$ cat src/rtl/pc_seq_pkg.sv
// pc_seq_pkg -- shared definitions for the PC sequencer slice.
//
// Holds the sequencer state encoding, decoded request-kind codes, the
// next-PC mux select codes, return-stack operation codes and fault codes.
// Imported by pc_sequencer and rstack_depth_tracker.
//
// Optional build macro affecting this slice: PC_SEQ_PERF_EN (see pc_sequencer).

package pc_seq_pkg;

  // Sequencer states
  typedef enum logic [2:0] {
    ST_FILL   = 3'd0,
    ST_DECODE = 3'd1,
    ST_WAIT   = 3'd2,
    ST_HALT   = 3'd3,
    ST_FAULT  = 3'd4
  } state_t;

  // Decoded control-flow request kinds
  localparam logic [2:0] KIND_SEQ    = 3'd0;
  localparam logic [2:0] KIND_BR_T   = 3'd1;
  localparam logic [2:0] KIND_BR_NT  = 3'd2;
  localparam logic [2:0] KIND_JUMP   = 3'd3;
  localparam logic [2:0] KIND_CALL   = 3'd4;
  localparam logic [2:0] KIND_RET    = 3'd5;
  localparam logic [2:0] KIND_HALT   = 3'd6;
  localparam logic [2:0] KIND_RSVD   = 3'd7;

  // Next-PC mux select codes
  localparam logic [2:0] SEL_RSTACK  = 3'd0;
  localparam logic [2:0] SEL_BRANCH  = 3'd1;
  localparam logic [2:0] SEL_JUMP    = 3'd2;
  localparam logic [2:0] SEL_INCR    = 3'd4;

  // Return-stack operations
  localparam logic [1:0] RS_HOLD     = 2'b00;
  localparam logic [1:0] RS_PUSH     = 2'b01;
  localparam logic [1:0] RS_POP      = 2'b10;

  // Fault codes
  localparam logic [1:0] FC_NONE      = 2'b00;
  localparam logic [1:0] FC_OVERFLOW  = 2'b01;
  localparam logic [1:0] FC_UNDERFLOW = 2'b10;
  localparam logic [1:0] FC_ILLEGAL   = 2'b11;

  // Mux select for the kinds that redirect the PC without touching the
  // return stack; everything else falls through to PC+2.
  function automatic logic [2:0] plain_target_sel(input logic [2:0] kind);
    logic [2:0] sel;
    sel = SEL_INCR;
    if (kind == KIND_BR_T) sel = SEL_BRANCH;
    else if (kind == KIND_JUMP) sel = SEL_JUMP;
    return sel;
  endfunction

endpackage

$ cat src/rtl/rstack_depth_tracker.sv
// rstack_depth_tracker -- return-stack occupancy counter.
//
// Ports:
//   CLK    in   clock, rising edge
//   Reset  in   asynchronous active-low reset (depth -> 0)
//   push   in   one entry is written this cycle
//   pop    in   one entry is removed this cycle
//   depth  out  current occupancy (0..RSTACK_DEPTH)
//   full   out  depth == RSTACK_DEPTH
//   empty  out  depth == 0
//
// The counter saturates at both ends so a stray push when full or pop when
// empty can never wrap it; the sequencer refuses those requests anyway.

module rstack_depth_tracker
  import pc_seq_pkg::*;
#(
  parameter int RSTACK_DEPTH = 16,
  parameter int DEPTH_W      = 5
) (
  input  logic               CLK,
  input  logic               Reset,
  input  logic               push,
  input  logic               pop,
  output logic [DEPTH_W-1:0] depth,
  output logic               full,
  output logic               empty
);

  localparam logic [DEPTH_W-1:0] DEPTH_MAX = DEPTH_W'(RSTACK_DEPTH);
  localparam logic [DEPTH_W-1:0] DEPTH_ONE = DEPTH_W'(1);

  logic [DEPTH_W-1:0] depth_reg;
  logic [DEPTH_W-1:0] depth_next;

  always_comb begin
    depth_next = depth_reg;
    if (push && !pop && (depth_reg != DEPTH_MAX))
      depth_next = depth_reg + DEPTH_ONE;
    else if (pop && !push && (depth_reg != '0))
      depth_next = depth_reg - DEPTH_ONE;
  end

  always_ff @(posedge CLK or negedge Reset) begin
    if (!Reset) depth_reg <= '0;
    else        depth_reg <= depth_next;
  end

  assign depth = depth_reg;
  assign full  = (depth_reg == DEPTH_MAX);
  assign empty = (depth_reg == '0);

endmodule

$ cat src/rtl/pc_sequencer.sv
// pc_sequencer -- control FSM for the PC-update datapath.
//
// Accepts one decoded control-flow request per instruction and issues, in
// the same cycle, the PC write enable, next-PC mux select and return-stack
// operation. A WAIT cycle after each accepted request covers the one-cycle
// synchronous instruction-memory read of the new PC.
//
// Ports:
//   CLK           in   clock, rising edge
//   Reset         in   asynchronous active-low reset
//   stall         in   pipeline hold; blocks request acceptance
//   req_valid     in   decoder presents a request
//   req_kind      in   request kind (see pc_seq_pkg KIND_*)
//   req_ready     out  request can be accepted this cycle
//   pc_write      out  PC register write enable
//   pc_control    out  next-PC mux select (SEL_*)
//   rstack_op     out  return-stack operation (RS_*)
//   fetch_en      out  instruction-memory read enable
//   rstack_depth  out  return-stack occupancy
//   halted        out  HALT reached (sticky until reset)
//   fault         out  FAULT reached (sticky until reset)
//   fault_code    out  FC_* code of the fault
//
// Build macro PC_SEQ_PERF_EN adds:
//   retired_cnt   out  16-bit count of retired (non-fault, non-HALT) requests
//   stall_cnt     out  16-bit count of DECODE cycles with stall asserted

module pc_sequencer
  import pc_seq_pkg::*;
#(
  parameter int RSTACK_DEPTH = 16,
  parameter int DEPTH_W      = 5
) (
  input  logic               CLK,
  input  logic               Reset,
  input  logic               stall,
  input  logic               req_valid,
  input  logic [2:0]         req_kind,
  output logic               req_ready,
  output logic               pc_write,
  output logic [2:0]         pc_control,
  output logic [1:0]         rstack_op,
  output logic               fetch_en,
  output logic [DEPTH_W-1:0] rstack_depth,
  output logic               halted,
  output logic               fault,
  output logic [1:0]         fault_code
`ifdef PC_SEQ_PERF_EN
  ,
  output logic [15:0]        retired_cnt,
  output logic [15:0]        stall_cnt
`endif
);

  state_t     state_reg, state_next;
  logic [1:0] fault_code_reg, fault_code_next;

  logic       pc_write_c;
  logic [2:0] pc_control_c;
  logic [1:0] rstack_op_c;
  logic       fetch_en_c;
  logic       req_ready_c;

  logic       rs_full;
  logic       rs_empty;

  // ---------------------------------------------------------------------
  // State register
  // ---------------------------------------------------------------------
  always_ff @(posedge CLK or negedge Reset) begin
    if (!Reset) begin
      state_reg      <= ST_FILL;
      fault_code_reg <= FC_NONE;
    end else begin
      state_reg      <= state_next;
      fault_code_reg <= fault_code_next;
    end
  end

  // ---------------------------------------------------------------------
  // Next state and Mealy outputs
  // ---------------------------------------------------------------------
  always_comb begin
    state_next      = state_reg;
    fault_code_next = fault_code_reg;
    pc_write_c      = 1'b0;
    pc_control_c    = SEL_INCR;
    rstack_op_c     = RS_HOLD;
    fetch_en_c      = 1'b0;
    req_ready_c     = 1'b0;

    case (state_reg)
      ST_FILL: begin
        // Fetch of address 0 is in flight; nothing can be decoded yet.
        fetch_en_c = 1'b1;
        state_next = ST_DECODE;
      end

      ST_DECODE: begin
        fetch_en_c  = 1'b1;
        req_ready_c = !stall;
        if (req_valid && !stall) begin
          case (req_kind)
            KIND_SEQ, KIND_BR_NT, KIND_BR_T, KIND_JUMP: begin
              pc_write_c   = 1'b1;
              pc_control_c = plain_target_sel(req_kind);
              state_next   = ST_WAIT;
            end
            KIND_CALL: begin
              if (rs_full) begin
                state_next      = ST_FAULT;
                fault_code_next = FC_OVERFLOW;
              end else begin
                pc_write_c   = 1'b1;
                pc_control_c = SEL_JUMP;
                rstack_op_c  = RS_PUSH;
                state_next   = ST_WAIT;
              end
            end
            KIND_RET: begin
              if (rs_empty) begin
                state_next      = ST_FAULT;
                fault_code_next = FC_UNDERFLOW;
              end else begin
                // PC takes the current top at the same edge the pop retires it.
                pc_write_c   = 1'b1;
                pc_control_c = SEL_RSTACK;
                rstack_op_c  = RS_POP;
                state_next   = ST_WAIT;
              end
            end
            KIND_HALT: begin
              state_next = ST_HALT;
            end
            default: begin
              state_next      = ST_FAULT;
              fault_code_next = FC_ILLEGAL;
            end
          endcase
        end
      end

      ST_WAIT: begin
        // Memory is reading the freshly written PC.
        fetch_en_c = 1'b1;
        state_next = ST_DECODE;
      end

      ST_HALT, ST_FAULT: begin
        // Terminal until reset; all outputs stay at their defaults.
      end

      default: begin
        state_next = ST_FILL;
      end
    endcase
  end

  // Mealy outputs are forced low while reset is held so that no partial
  // push or pop can leak out of a cycle that reset interrupts.
  assign pc_write   = Reset & pc_write_c;
  assign pc_control = Reset ? pc_control_c : 3'd0;
  assign rstack_op  = Reset ? rstack_op_c  : RS_HOLD;
  assign fetch_en   = Reset & fetch_en_c;
  assign req_ready  = Reset & req_ready_c;

  assign halted     = (state_reg == ST_HALT);
  assign fault      = (state_reg == ST_FAULT);
  assign fault_code = fault_code_reg;

  // ---------------------------------------------------------------------
  // Return-stack depth
  // ---------------------------------------------------------------------
  rstack_depth_tracker #(
    .RSTACK_DEPTH (RSTACK_DEPTH),
    .DEPTH_W      (DEPTH_W)
  ) u_depth (
    .CLK   (CLK),
    .Reset (Reset),
    .push  (rstack_op_c == RS_PUSH),
    .pop   (rstack_op_c == RS_POP),
    .depth (rstack_depth),
    .full  (rs_full),
    .empty (rs_empty)
  );

`ifdef PC_SEQ_PERF_EN
  // ---------------------------------------------------------------------
  // Performance counters (wrap modulo 2^16)
  // ---------------------------------------------------------------------
  logic [15:0] retired_cnt_reg;
  logic [15:0] stall_cnt_reg;

  // A request retires exactly when DECODE hands over to WAIT.
  always_ff @(posedge CLK or negedge Reset) begin
    if (!Reset) begin
      retired_cnt_reg <= '0;
      stall_cnt_reg   <= '0;
    end else begin
      if ((state_reg == ST_DECODE) && (state_next == ST_WAIT))
        retired_cnt_reg <= retired_cnt_reg + 16'd1;
      if ((state_reg == ST_DECODE) && stall)
        stall_cnt_reg <= stall_cnt_reg + 16'd1;
    end
  end

  assign retired_cnt = retired_cnt_reg;
  assign stall_cnt   = stall_cnt_reg;
`endif

endmodule

$ cat config.mk
export PLATFORM = sky130hd
export DESIGN_NAME = pc_sequencer
export DESIGN_NICKNAME = d
export VERILOG_FILES = /design/src/rtl/pc_seq_pkg.sv /design/src/rtl/rstack_depth_tracker.sv /design/src/rtl/pc_sequencer.sv
export SDC_FILE = /design/constraint.sdc
export NUM_CORES = 1
export LEC_CHECK = 0
export BUFFER_PORTS_ARGS = -buffer_cell sky130_fd_sc_hd__buf_2
export CORE_MARGIN = 4
export CORE_UTILIZATION = 51
export DETAILED_ROUTE_END_ITERATION = 12
export PLACE_DENSITY = 0.9
export SLEW_MARGIN = 20
export SYNTH_ARGS = -nofsm -noshare
export SYNTH_HDL_FRONTEND = slang
export SYNTH_HIERARCHICAL = 1
export SYNTH_SLANG_ARGS = --single-unit
$ cat constraint.sdc
create_clock -name CLK -period 3.3 [get_ports CLK]
set_clock_uncertainty 0.05 [all_clocks]
set_input_delay 0.66 -clock CLK [delete_from_list [all_inputs] [get_ports CLK]]
set_output_delay 0.66 -clock CLK [all_outputs]
set_load 0.01 [all_outputs]
**After elaboration in Yosys (flattened, before gate mapping)**

Index checks and enable logic that the tools add are counted.

- Add/sub/neg operators: 2
- Eq/ne operators: 17
- Muxes and demuxes: 30
- Bitwise gates (word level): 5
- Reductions and logical operators: 20

Operator list:

| kind | count |
|---|---|
| $mux 3 | 9 |
| $pmux 3 s3 | 2 |
| $eq 3x2->1 const B | 4 |
| $eq 3x3->1 const B | 4 |
| $mux 2 | 6 |
| $pmux 3 s4 | 1 |
| $mux 5 | 2 |
| $mux 1 | 7 |
| $eq 3x1->1 const B | 2 |
| $logic_not 3->1 | 2 |
| $ne 2x2->1 const B | 3 |
| $pmux 2 s3 | 1 |
| $add 5x1->5 const B | 1 |
| $eq 5x5->1 const B | 1 |
| $logic_and 1x1->1 | 5 |
| $logic_not 5->1 | 1 |
| $ne 5x5->1 const B | 1 |
| $reduce_and 5->1 | 1 |
| $reduce_bool 5->1 | 1 |
| $reduce_or 5->1 | 1 |
| $sub 5x1->5 const B | 1 |
| $pmux 2 s2 | 1 |
| $reduce_or 2->1 | 2 |
| $reduce_or 4->1 | 1 |
| 9 further kinds | 14 |

- Register bits: 10
- Bits of input ports: 7
- Output and inout port bits: 17
- Word-level logic and storage cells: 77

**Longest topological paths before layout**

Gate-level depths: netlist of run 1.

- Depth in word-level cells: 11
- Depth in mapped cells: 12
- Depth with buffers taken out: 12

**Cells and area by module**

The synthesis of run 1 kept the hierarchy.

Modules (own cells, without submodules):

| module | instances | cells an instance | area an instance (um^2) |
|---|---|---|---|
| rstack_depth_tracker | 1 | 50 | 466.7 |
| pc_sequencer | 1 | 46 | 420.4 |

**Worst setup path before layout of run 1**

Ideal clock, no wire load.

- Path kind: input to register
- Start point: input req_kind[0]
- End point: register u_depth.depth_reg[4], in the netlist u_depth/depth[4]
- Setup time: 147 ps
- Arrival time: 3,056 ps
- Data required time: 3,103 ps
- Path slack: 47 ps
- Stages: 11
- Path buffers: 1
- Path through: clkbuf_1 -> or3b_1 -> or2_1 -> nor2_1 -> nor2b_1 -> o21ai_4 -> fa_1 -> a21o_1 -> a2111oi_0 -> a21o_1 -> a221oi_1

- Longest elaborated chain between the ends: 9
- Elaborated cells on any way between the ends: 15
- Classes of those cells: 4 x eq/ne; 4 x mux; 7 x reduce/logical

RTL lines:

| what | line | text |
|---|---|---|
| from (decl) | pc_sequencer.sv:38 | `input logic [2:0] req_kind,` |
| $eq 3x3->1 | pc_sequencer.sv:103 | `case (req_kind)` |
| $pmux 2 s2 * | pc_sequencer.sv:103 |  |
| $mux 2 * | pc_sequencer.sv:102 | `if (req_valid && !stall) begin` |
| $mux 2 * | pc_sequencer.sv:92 | `case (state_reg)` |
| $eq 2x2->1 / $eq 2x1->1 (equally long branches) | pc_sequencer.sv:181, pc_sequencer.sv:180 |  |
| $logic_not 1->1 (on tied branches) | rstack_depth_tracker.sv:38, rstack_depth_tracker.sv:40 |  |
| $logic_and 1x1->1 (on tied branches) (2 in series) | rstack_depth_tracker.sv:38, rstack_depth_tracker.sv:40 |  |
| $mux 5 / $reduce_bool 2->1 (equally long branches) | -- |  |
| to (signal assigned) | rstack_depth_tracker.sv:46 | `else depth_reg <= depth_next;` |
| to (decl) | rstack_depth_tracker.sv:33 | `logic [DEPTH_W-1:0] depth_reg;` |

Mark *: on every way between the ends. The rest lies on a longest branch, timed or not.
A chain may end at the register's enable or synchronous reset.

**Worst setup path in the final report of run 1**

- Start point: register u_depth.depth_reg[2], in the netlist u_depth/depth[2]
- End point: register u_depth.depth_reg[4], in the netlist u_depth/depth[4]

- Longest elaborated chain between the ends: 10
- Elaborated cells on any way between the ends: 22
- Classes of those cells: 2 x add/sub; 4 x eq/ne; 7 x mux; 9 x reduce/logical

RTL lines:

| what | line | text |
|---|---|---|
| $eq 5x5->1 * | rstack_depth_tracker.sv:50 | `assign full = (depth_reg == DEPTH_MAX);` |
| via rs_full | pc_sequencer.sv:64 | `logic rs_full;` |
| $mux 1 * | pc_sequencer.sv:110 | `if (rs_full) begin` |
| $pmux 2 s2 * | pc_sequencer.sv:103 |  |
| $mux 2 * | pc_sequencer.sv:102 |  |
| $mux 2 * | pc_sequencer.sv:92 |  |
| $eq 2x2->1 / $eq 2x1->1 (equally long branches) | pc_sequencer.sv:181, pc_sequencer.sv:180 |  |
| $logic_not 1->1 (on tied branches) | rstack_depth_tracker.sv:38, rstack_depth_tracker.sv:40 |  |
| $logic_and 1x1->1 (on tied branches) (2 in series) | rstack_depth_tracker.sv:38, rstack_depth_tracker.sv:40 |  |
| $mux 5 / $reduce_bool 2->1 (equally long branches) | -- |  |

The timed path passes the listed nets; every way through them passes the cells marked *. The select of a mux whose other input is x is not followed.

==> results of run 1 <==
## stage by stage
stage                     hold slack [ps]  cell area [um2]
after global placement                419             1040
after global routing                  205             1080
after detailed placement              427             1040
after CTS                             205             1080
final                                 204             1080
after floorplan                       314              887
## worst paths after layout
check,endpoint,slack [ps],depth (start not counted),start
min,u_depth/depth[3]$_DFFE_PN0P_,200,1,Reset
max in group asynchronous,u_depth/depth[0]$_DFFE_PN0P_,2770,1,Reset
max reg2reg,u_depth/depth[4]$_DFFE_PN0P_,180,12,u_depth/depth[2]$_DFFE_PN0P_
min in group CLK,fault_code[0]$_DFFE_PN0P_,440,1,fault_code[0]$_DFFE_PN0P_
min reg2reg,fault_code[0]$_DFFE_PN0P_,440,1,fault_code[0]$_DFFE_PN0P_
max,u_depth/depth[4]$_DFFE_PN0P_,180,12,u_depth/depth[2]$_DFFE_PN0P_
## worst max-delay path, stage by stage (launching register included)
cell and delay (ps):
dfrtp_1 450, nor4_1 530, nand2_1 190, inv_1 140, or2_1 160, nor2_1 80
nor2b_1 160, o21ai_4 110, ha_1 320, a21o_1 180, a21oi_1 250, mux2i_1 110
a221oi_1 280
## metal layers
| metal | track usage (%) | vias to the layer above | wire length (um) |
|---|---|---|---|
| met5 | 0 | - | 0 |
| li1 | - | 421 | - |
| met1 | 25.9 | 425 | 995 |
| met2 | 32.4 | 35 | 1130 |
| met3 | 6.63 | 2 | 137 |
| met4 | 2.76 | 0 | 14 |
## layout make-up
cell class	count	area [um2]	share of cell area, %
clock buffers	4	36.3	3.36
inverters	2	7.51	0.694
multi-input cells	80	607	56.1
flip-flops and latches	10	250	23.1
well taps	16	20.0	1.85
repair buffers	29	160	14.8
## report_power, final
group          total [mW]  switching (mW)  leakage, nW  internal [mW]
Combinational      0.0233          0.0133        0.388        0.00991
Sequential          0.122               0        0.129          0.122
Clock               0.111          0.0440       0.0210         0.0670
## logic make-up (layout without fill, tap and decap cells)
logic type	Yosys count	in the layout	share of synthesized area (%)
AND/OR/NAND/NOR	41	41	29.2
AO/OA/AOI/OAI	27	27	23.7
flip-flops	10	10	28.2
multiplexers	6	6	7.05
buffers and inverters	6	35	3.39
adder cells (fa/ha/maj)	4	4	6.49
XOR/XNOR	2	2	1.97
## layout by cell type (no fill, tap or decap), types with 2 or more instances in the layout
cell type | Yosys | final
nor3_1 | 2 | 2
clkbuf_4 | 0 | 3
nor4b_1 | 3 | 3
a211oi_1 | 2 | 2
nor2b_1 | 4 | 4
mux2i_1 | 4 | 4
inv_1 | 2 | 2
or2_1 | 2 | 2
mux2_1 | 2 | 2
nand3b_1 | 2 | 2
a21oi_1 | 7 | 7
dfrtp_1 | 10 | 10
a21o_1 | 2 | 2
buf_4 | 0 | 6
a221oi_1 | 2 | 2
nor2_1 | 8 | 8
a211o_1 | 2 | 2
buf_2 | 0 | 23
xor2_1 | 2 | 2
nand2_1 | 5 | 5
ha_1 | 3 | 3
a21boi_0 | 2 | 2
nand2b_1 | 4 | 4
==> flow_summary.ini, run 1 <==
[pwr]
power_density_mw_per_mm2 = 238
design_power_total_mw = 0.257
p_leak_nw = 0.538
ir_drop_v = 0.000153

[global_routing]
grt_use_total_pct = 19.8
grt_pass1_vias = 817
antenna_found_initial = 0
grt_start_max_net_pins = 13
grt_overflow_total = 0
grt_pass1_wl_um = 3800

[setup_path]
worst-setup-path-type = reg -> reg
cp.arrival_ps = 3240
crit_fanout = 6
required_ps = 3420
critPathLaunchType = flop
end_kind = flop

[worst_hold_path]
hp-class = in -> async

[route]
dr.pass1.iters = 4
wl_per_cell_um = 16.1
ant_nets = 0
num_vias = 883
drc = 0
drt_iter0_markers = 24
vias_per_cell = 6.26
wl_um = 2280

[synthesis]
ys_ff_latch = 10
post-synth-top-count-cell = dfrtp_1
syn_inst = 96
synth_area_leaders = dfrtp_1, mux2i_1, ha_1, a21oi_1, nor2_1
yosysSeqAreaShare_pct = 28.2
syn_area_per_cell_um2 = 9.24
synth_edf_count = 0
yosysUniqueCellTypes = 44
synthTopCellsByCount = dfrtp_1, nor2_1, a21oi_1, nand2_1
syn_nets = 107
yosysTopAreaCell = dfrtp_1
netlist_area_um2 = 887
yosys_warnings = 6
synth_async_sr_flop_share_pct = 100
synth_ff_type = dfrtp_1
yosysTopAreaCellShare_pct = 28.2

[timing]
timing.final.crit_share_pct = 94.5
setup_ws_ps = 182
min_period_ps = 3120
tightest_slew_ps = 544
setup_violations = 0
relSlewSlack_pct = 63.4
maxClockFrequency_ghz = 0.321
rsz0062_at_grt = no
fin_tns_setup_ps = 0
hold_viol = 0
finalMaxSlewViolations = 0

[clock_network]
clkTransAtPathRegs_ps = 70
clockRootBuffer = clkbuf_4
post_cts.repair.setup_buffers = 0
h-tree-depth = 1
clock_latency_ps = 270
clock-sinks = 10
cts_buffers = 3
cts_resized = 0
clock_path_buffers = 2
ctsHoldBuffers = 0
cts_tree = built

[final_layout]
num_antenna_cells = 0
post-route-util_pct = 68.6
stdcell_count = 141
fillCellCount = 134
area_growth_pct = 21.9
drive_above_1_share_pct = 32.0
finalNetCount = 137
largest_register_ffs = 5

[outcome]
status = complete, no violations

[floorplan]
ios = 24
num_rows = 14
dieWidth_um = 49.7
die_area_mm2 = 0.00247
initial_utilization_pct = 56.3
die_h_um = 49.7
core-area_mm2 = 0.00158

[flow_run]
maxCapViolations = 0

[placement]
routabilityCongestion = 0.932
place_ws_ps = -30.1
hpwl_um = 1770
numPortBuffers = 23
placed_cells_incl_taps = 137
Power figures use the tool's default switching activity.
==> run 2: changes to the inputs <==
--- a/config.mk
+++ b/config.mk
@@ -10,6 +10,7 @@
 export CORE_UTILIZATION = 51
 export DETAILED_ROUTE_END_ITERATION = 12
 export PLACE_DENSITY = 0.9
+export SETUP_SLACK_MARGIN = 0.4
 export SLEW_MARGIN = 20
 export SYNTH_ARGS = -nofsm -noshare
 export SYNTH_HDL_FRONTEND = slang
==> run 2 against run 1 <==
Effect of this change: cell count grew 2.1%; largest power group unchanged; sequential share of layout area shrank 1.8 points; via count grew 3.3%; largest cell class unchanged; register-to-register slack gained 250 ps; critical path depth shrank 2; routed wire length grew 7.8%; count of clock-buffer cells in the layout shrank 1.
==> flow_summary.ini, run 2 (synthesized netlist as in run 1, its figures left out) <==
[route]
ant_nets = 0
num_vias = 912
drc = 0
dr.pass1.iters = 4
vias_per_cell = 6.33
drt_iter0_markers = 18
wl_per_cell_um = 17.0
wl_um = 2450

[clock_network]
clock-sinks = 10
cts_tree = built
clockRootBuffer = clkbuf_4
h-tree-depth = 1
clock_path_buffers = 2
clkTransAtPathRegs_ps = 60
cts_buffers = 3
ctsHoldBuffers = 0
clock_latency_ps = 260

[setup_path]
worst-setup-path-type = reg -> reg
cp.arrival_ps = 2990
critPathLaunchType = flop
required_ps = 3420
end_kind = flop
crit_fanout = 6

[timing]
relSlewSlack_pct = 76.4
setup_violations = 0
min_period_ps = 2870
hold_viol = 0
maxClockFrequency_ghz = 0.349
timing.final.crit_share_pct = 86.9
finalMaxSlewViolations = 0
fin_tns_setup_ps = 0
setup_ws_ps = 432
rsz0062_at_grt = yes
tightest_slew_ps = 353

[pwr]
p_clk_share_pct = 35.3
power.internal_mw = 0.175
p_sw_share_pct = 22.6
ir_drop_v = 0.000197
combPwrFrac_pct = 10.6
power_density_mw_per_mm2 = 190
p_leak_nw = 0.570
sequentialPowerShare_pct = 54.1
switchingPower_mw = 0.0512

[global_routing]
grt_pass1_vias = 815
grt_start_max_net_pins = 13
grt_use_total_pct = 19.2
grt_pass1_wl_um = 3800
grt_overflow_total = 0
antenna_found_initial = 0

[outcome]
status = complete, no violations

[final_layout]
num_antenna_cells = 0
drive_above_1_share_pct = 45.3
final_cell_mix = buf_2, buf_4, dfrtp_1
fillCellCount = 106
area_growth_pct = 34.4
finalNetCount = 141
post-route-util_pct = 75.6
final_common_cell = buf_2
largest_register_ffs = 5

[floorplan]
initial_utilization_pct = 56.3
die_h_um = 49.7
core-area_mm2 = 0.00158
num_rows = 14
ios = 24
dieWidth_um = 49.7
die_area_mm2 = 0.00247

[worst_hold_path]
hp-class = in -> async

[placement]
numPortBuffers = 23
hpwl_um = 1730
place_ws_ps = 145
routabilityCongestion = 0.821

[flow_run]
maxCapViolations = 0
[run 2: cell types whose count changed in the layout (fill, tap and decap cells not counted), moves of 2 or more]
cell	before	now
buf_6	0	2
nor2_1	8	6
buf_4	6	10
dfrtp_1	10	7
dfrtp_2	0	3
buf_2	23	21
nor2_4	0	2
[run 2: metal layers]
layer / vias up / global-route usage, % / wire (um)
li1: 430 / - / -
met1: 440 / 25.4 / 1010
met2: 38 / 32.8 / 1250
met3: 4 / 3.01 / 154
met4: 0 / 4.15 / 40
met5: - / 0 / 0
[run 2: worst paths after layout]
kind / start / endpoint / slack [ps] / cells after the start
setup reg to reg: u_depth/depth[2]$_DFFE_PN0P_ / u_depth/depth[4]$_DFFE_PN0P_ / 430 / 10
setup / recovery: u_depth/depth[2]$_DFFE_PN0P_ / u_depth/depth[4]$_DFFE_PN0P_ / 430 / 10
hold reg to reg: fault_code[1]$_DFFE_PN0P_ / fault_code[1]$_DFFE_PN0P_ / 440 / 1
min in group CLK: fault_code[1]$_DFFE_PN0P_ / fault_code[1]$_DFFE_PN0P_ / 440 / 1
max in group asynchronous: Reset / u_depth/depth[2]$_DFFE_PN0P_ / 2750 / 1
hold / removal: Reset / u_depth/depth[4]$_DFFE_PN0P_ / 220 / 1
[run 2: power groups by stage]
stage / Combinational, mW / Sequential, mW / Clock [mW]
3_5_place_dp: 0.0212 / 0.125 / 0
6_report: 0.0240 / 0.123 / 0.0798
3_3_place_gp: 0.0204 / 0.125 / 0
4_1_cts: 0.0213 / 0.123 / 0.0825
5_1_grt: 0.0263 / 0.122 / 0.0877
2_1_floorplan: 0.0130 / 0.125 / 0
[run 2: worst max-delay path, stage by stage (launching register included)]
cell	delay, ps
dfrtp_2	470
or4_4	610
nor2_4	140
nor3_2	80
nor2b_4	130
o21ai_4	90
fa_2	400
a21o_1	230
a21oi_2	200
mux2i_1	110
a221oi_2	270
[run 2: layout make-up]
type / count / area (um2) / share of cell area, %
clock buffer: 3 / 22.5 / 1.89
timing repair buffer: 33 / 203 / 17.0
inverter: 2 / 7.51 / 0.630
sequential: 10 / 254 / 21.3
multi-input combinational: 80 / 686 / 57.5
tap: 16 / 20.0 / 1.68
[run 2: timing repair]
item                       4_1_cts  5_1_grt
buffers inserted                 0        6
gates resized for setup          0       18
setup endpoints to repair        0        5
[run 2: per-stage QoR]
stage	cells	instance area, um2	hold slack (ps)	power [mW]
after detailed placement	135	1060	429	0.146
after global routing	144	1190	221	0.236
after floorplan	96	932	314	0.138
final	144	1190	215	0.226
after global placement	135	1060	425	0.145
after CTS	138	1090	217	0.226
==> run 3: changes to the inputs <==
--- a/config.mk
+++ b/config.mk
@@ -9,7 +9,9 @@
 export CORE_MARGIN = 4
 export CORE_UTILIZATION = 51
 export DETAILED_ROUTE_END_ITERATION = 12
+export GPL_TIMING_DRIVEN = 0
 export PLACE_DENSITY = 0.9
+export RECOVER_POWER = 100
 export SETUP_SLACK_MARGIN = 0.4
 export SLEW_MARGIN = 20
 export SYNTH_ARGS = -nofsm -noshare
==> run 3 against run 2 <==
Effect of this change: first-iteration DRC count up 33%; design area grew 4.5%; maximum frequency shrank 5.4%; combinational power is 12% higher; critical endpoint unchanged.
==> flow_summary.ini, run 3 (synthesized netlist as in run 1, its figures left out) <==
[outcome]
status = complete, no violations

[floorplan]
num_rows = 14
die_h_um = 49.7
dieWidth_um = 49.7
core-area_mm2 = 0.00158
ios = 24
die_area_mm2 = 0.00247
initial_utilization_pct = 56.3

[pwr]
ir_drop_v = 0.000347
p_leak_nw = 0.569
power_density_mw_per_mm2 = 210
design_power_total_mw = 0.261

[route]
wl_um = 2730
wl_per_cell_um = 17.6
drc = 0
dr.pass1.iters = 4
ant_nets = 0
vias_per_cell = 6.33
drt_iter0_markers = 24
num_vias = 981

[timing]
fin_tns_setup_ps = 0
relSlewSlack_pct = 57.2
hold_viol = 0
finalMaxSlewViolations = 0
min_period_ps = 3030
rsz0062_at_grt = yes
tightest_slew_ps = 642
maxClockFrequency_ghz = 0.330
timing.final.crit_share_pct = 91.8
setup_violations = 0

[final_layout]
final_cell_mix = clkbuf_1, buf_4, dfrtp_1
num_antenna_cells = 0
area_growth_pct = 40.5
drive_above_1_share_pct = 34.5
final_area_mm2 = 0.00125
finalNetCount = 151
largest_register_ffs = 5

[clock_network]
cts_tree = built
h-tree-depth = 1
clock-sinks = 10
clkTransAtPathRegs_ps = 70
clockRootBuffer = clkbuf_4
clock_latency_ps = 270
clock_path_buffers = 2
cts_buffers = 3

[global_routing]
antenna_found_initial = 0
grt_pass1_vias = 887
grt_overflow_total = 0
grt_start_max_net_pins = 13
grt_pass1_wl_um = 4080
grt_use_total_pct = 21.4

[setup_path]
crit_buf_inv = 3
crit_fanout = 4
critical-path-top-delay-family = simple AND/OR/NAND/NOR gates
cp.arrival_ps = 3110
worstPathCellList = buf_6 > clkbuf_8 > or3b_4 > or2_4 > nor2_4 > nor2b_1 > o21ai_4 > buf_12 > ha_4 > a21o_1 > a2111oi_2 > a21o_1 > a221oi_1
critPathLaunchType = input pin
required_ps = 3380
cpMostUsedCell = a21o_1
worst-setup-path-type = in -> reg
cpPeakStageDelay_ps = 370
cp_slowest_cell = or3b_4
end_kind = flop

[placement]
place_area_mm2 = 0.00106
routabilityCongestion = 0.791
numPortBuffers = 22
hpwl_um = 1690

[worst_hold_path]
hp-class = in -> async

[flow_run]
maxCapViolations = 0
-- run 3: final cells by class --
class / instances / area, um2
Multi-Input combinational cell: 80 / 662
Fill cell: 110 / 330
Sequential cell: 10 / 250
Timing Repair Buffer: 39 / 238
Clock buffer: 4 / 36.3
Buffer: 4 / 32.5
Tap cell: 16 / 20.0
Inverter: 2 / 7.51
-- run 3: metal layers --
layer | GRT usage, % | up-vias | wire length [um]
li1 | - | 451 | -
met1 | 25.9 | 494 | 1140
met2 | 35.9 | 30 | 1450
met3 | 3.92 | 6 | 97
met4 | 10.6 | 0 | 38
met5 | 0 | - | 0
-- run 3: what timing repair did --
| item | in CTS | in global routing |
|---|---|---|
| setup buffers | 10 | 7 |
| resized for setup | 7 | 9 |
| endpoints found under the setup margin | 5 | 4 |
| pin swaps | 8 | 8 |
| hold buffers | 0 | 0 |
-- run 3: metrics by stage --
| step | util [%] | hold slack (ps) | std cells | setup WS [ps] |
|---|---|---|---|---|
| final | 79.0 | 331 | 155 | 269 |
| after global routing | 79.0 | 362 | 155 | 123 |
| after CTS | 77.1 | 201 | 148 | 380 |
| after detailed placement | 67.4 | 429 | 134 | -81.7 |
| after global placement | 67.4 | 423 | 134 | -3.22 |
| after floorplan | - | 314 | 96 | 264 |
-- run 3: worst register-to-register path: stages (launching register included) --
cell       delay, ps
dfrtp_1          490
or4_4            580
nor2_4           160
nor3_2            80
nor2b_1          210
o21ai_4          130
buf_12           150
ha_4             230
a21o_1           240
a2111oi_2        350
a21o_1           130
a221oi_1          70
-- run 3: path summary, 6_finish.rpt --
check                                        startpoint                           end  slack [ps]  cells after the start
setup / recovery                            req_kind[0]  u_depth/depth[4]$_DFFE_PN0P_         270                     13
hold / removal                                    Reset  u_depth/depth[3]$_DFFE_PN0P_         330                      1
setup reg to reg           u_depth/depth[0]$_DFFE_PN0P_  u_depth/depth[4]$_DFFE_PN0P_         300                     11
hold reg to reg               fault_code[1]$_DFFE_PN0P_     fault_code[1]$_DFFE_PN0P_         450                      1
max in group asynchronous                         Reset      state_reg[2]$_DFFE_PN0P_        2450                      1
min in group CLK              fault_code[1]$_DFFE_PN0P_     fault_code[1]$_DFFE_PN0P_         450                      1
-- run 3: power by group --
group	leakage (nW)	total, mW	internal, mW	switching [mW]
combinational	0.419	0.0270	0.0131	0.0139
clock	0.0210	0.112	0.0670	0.0446
sequential	0.129	0.122	0.122	0
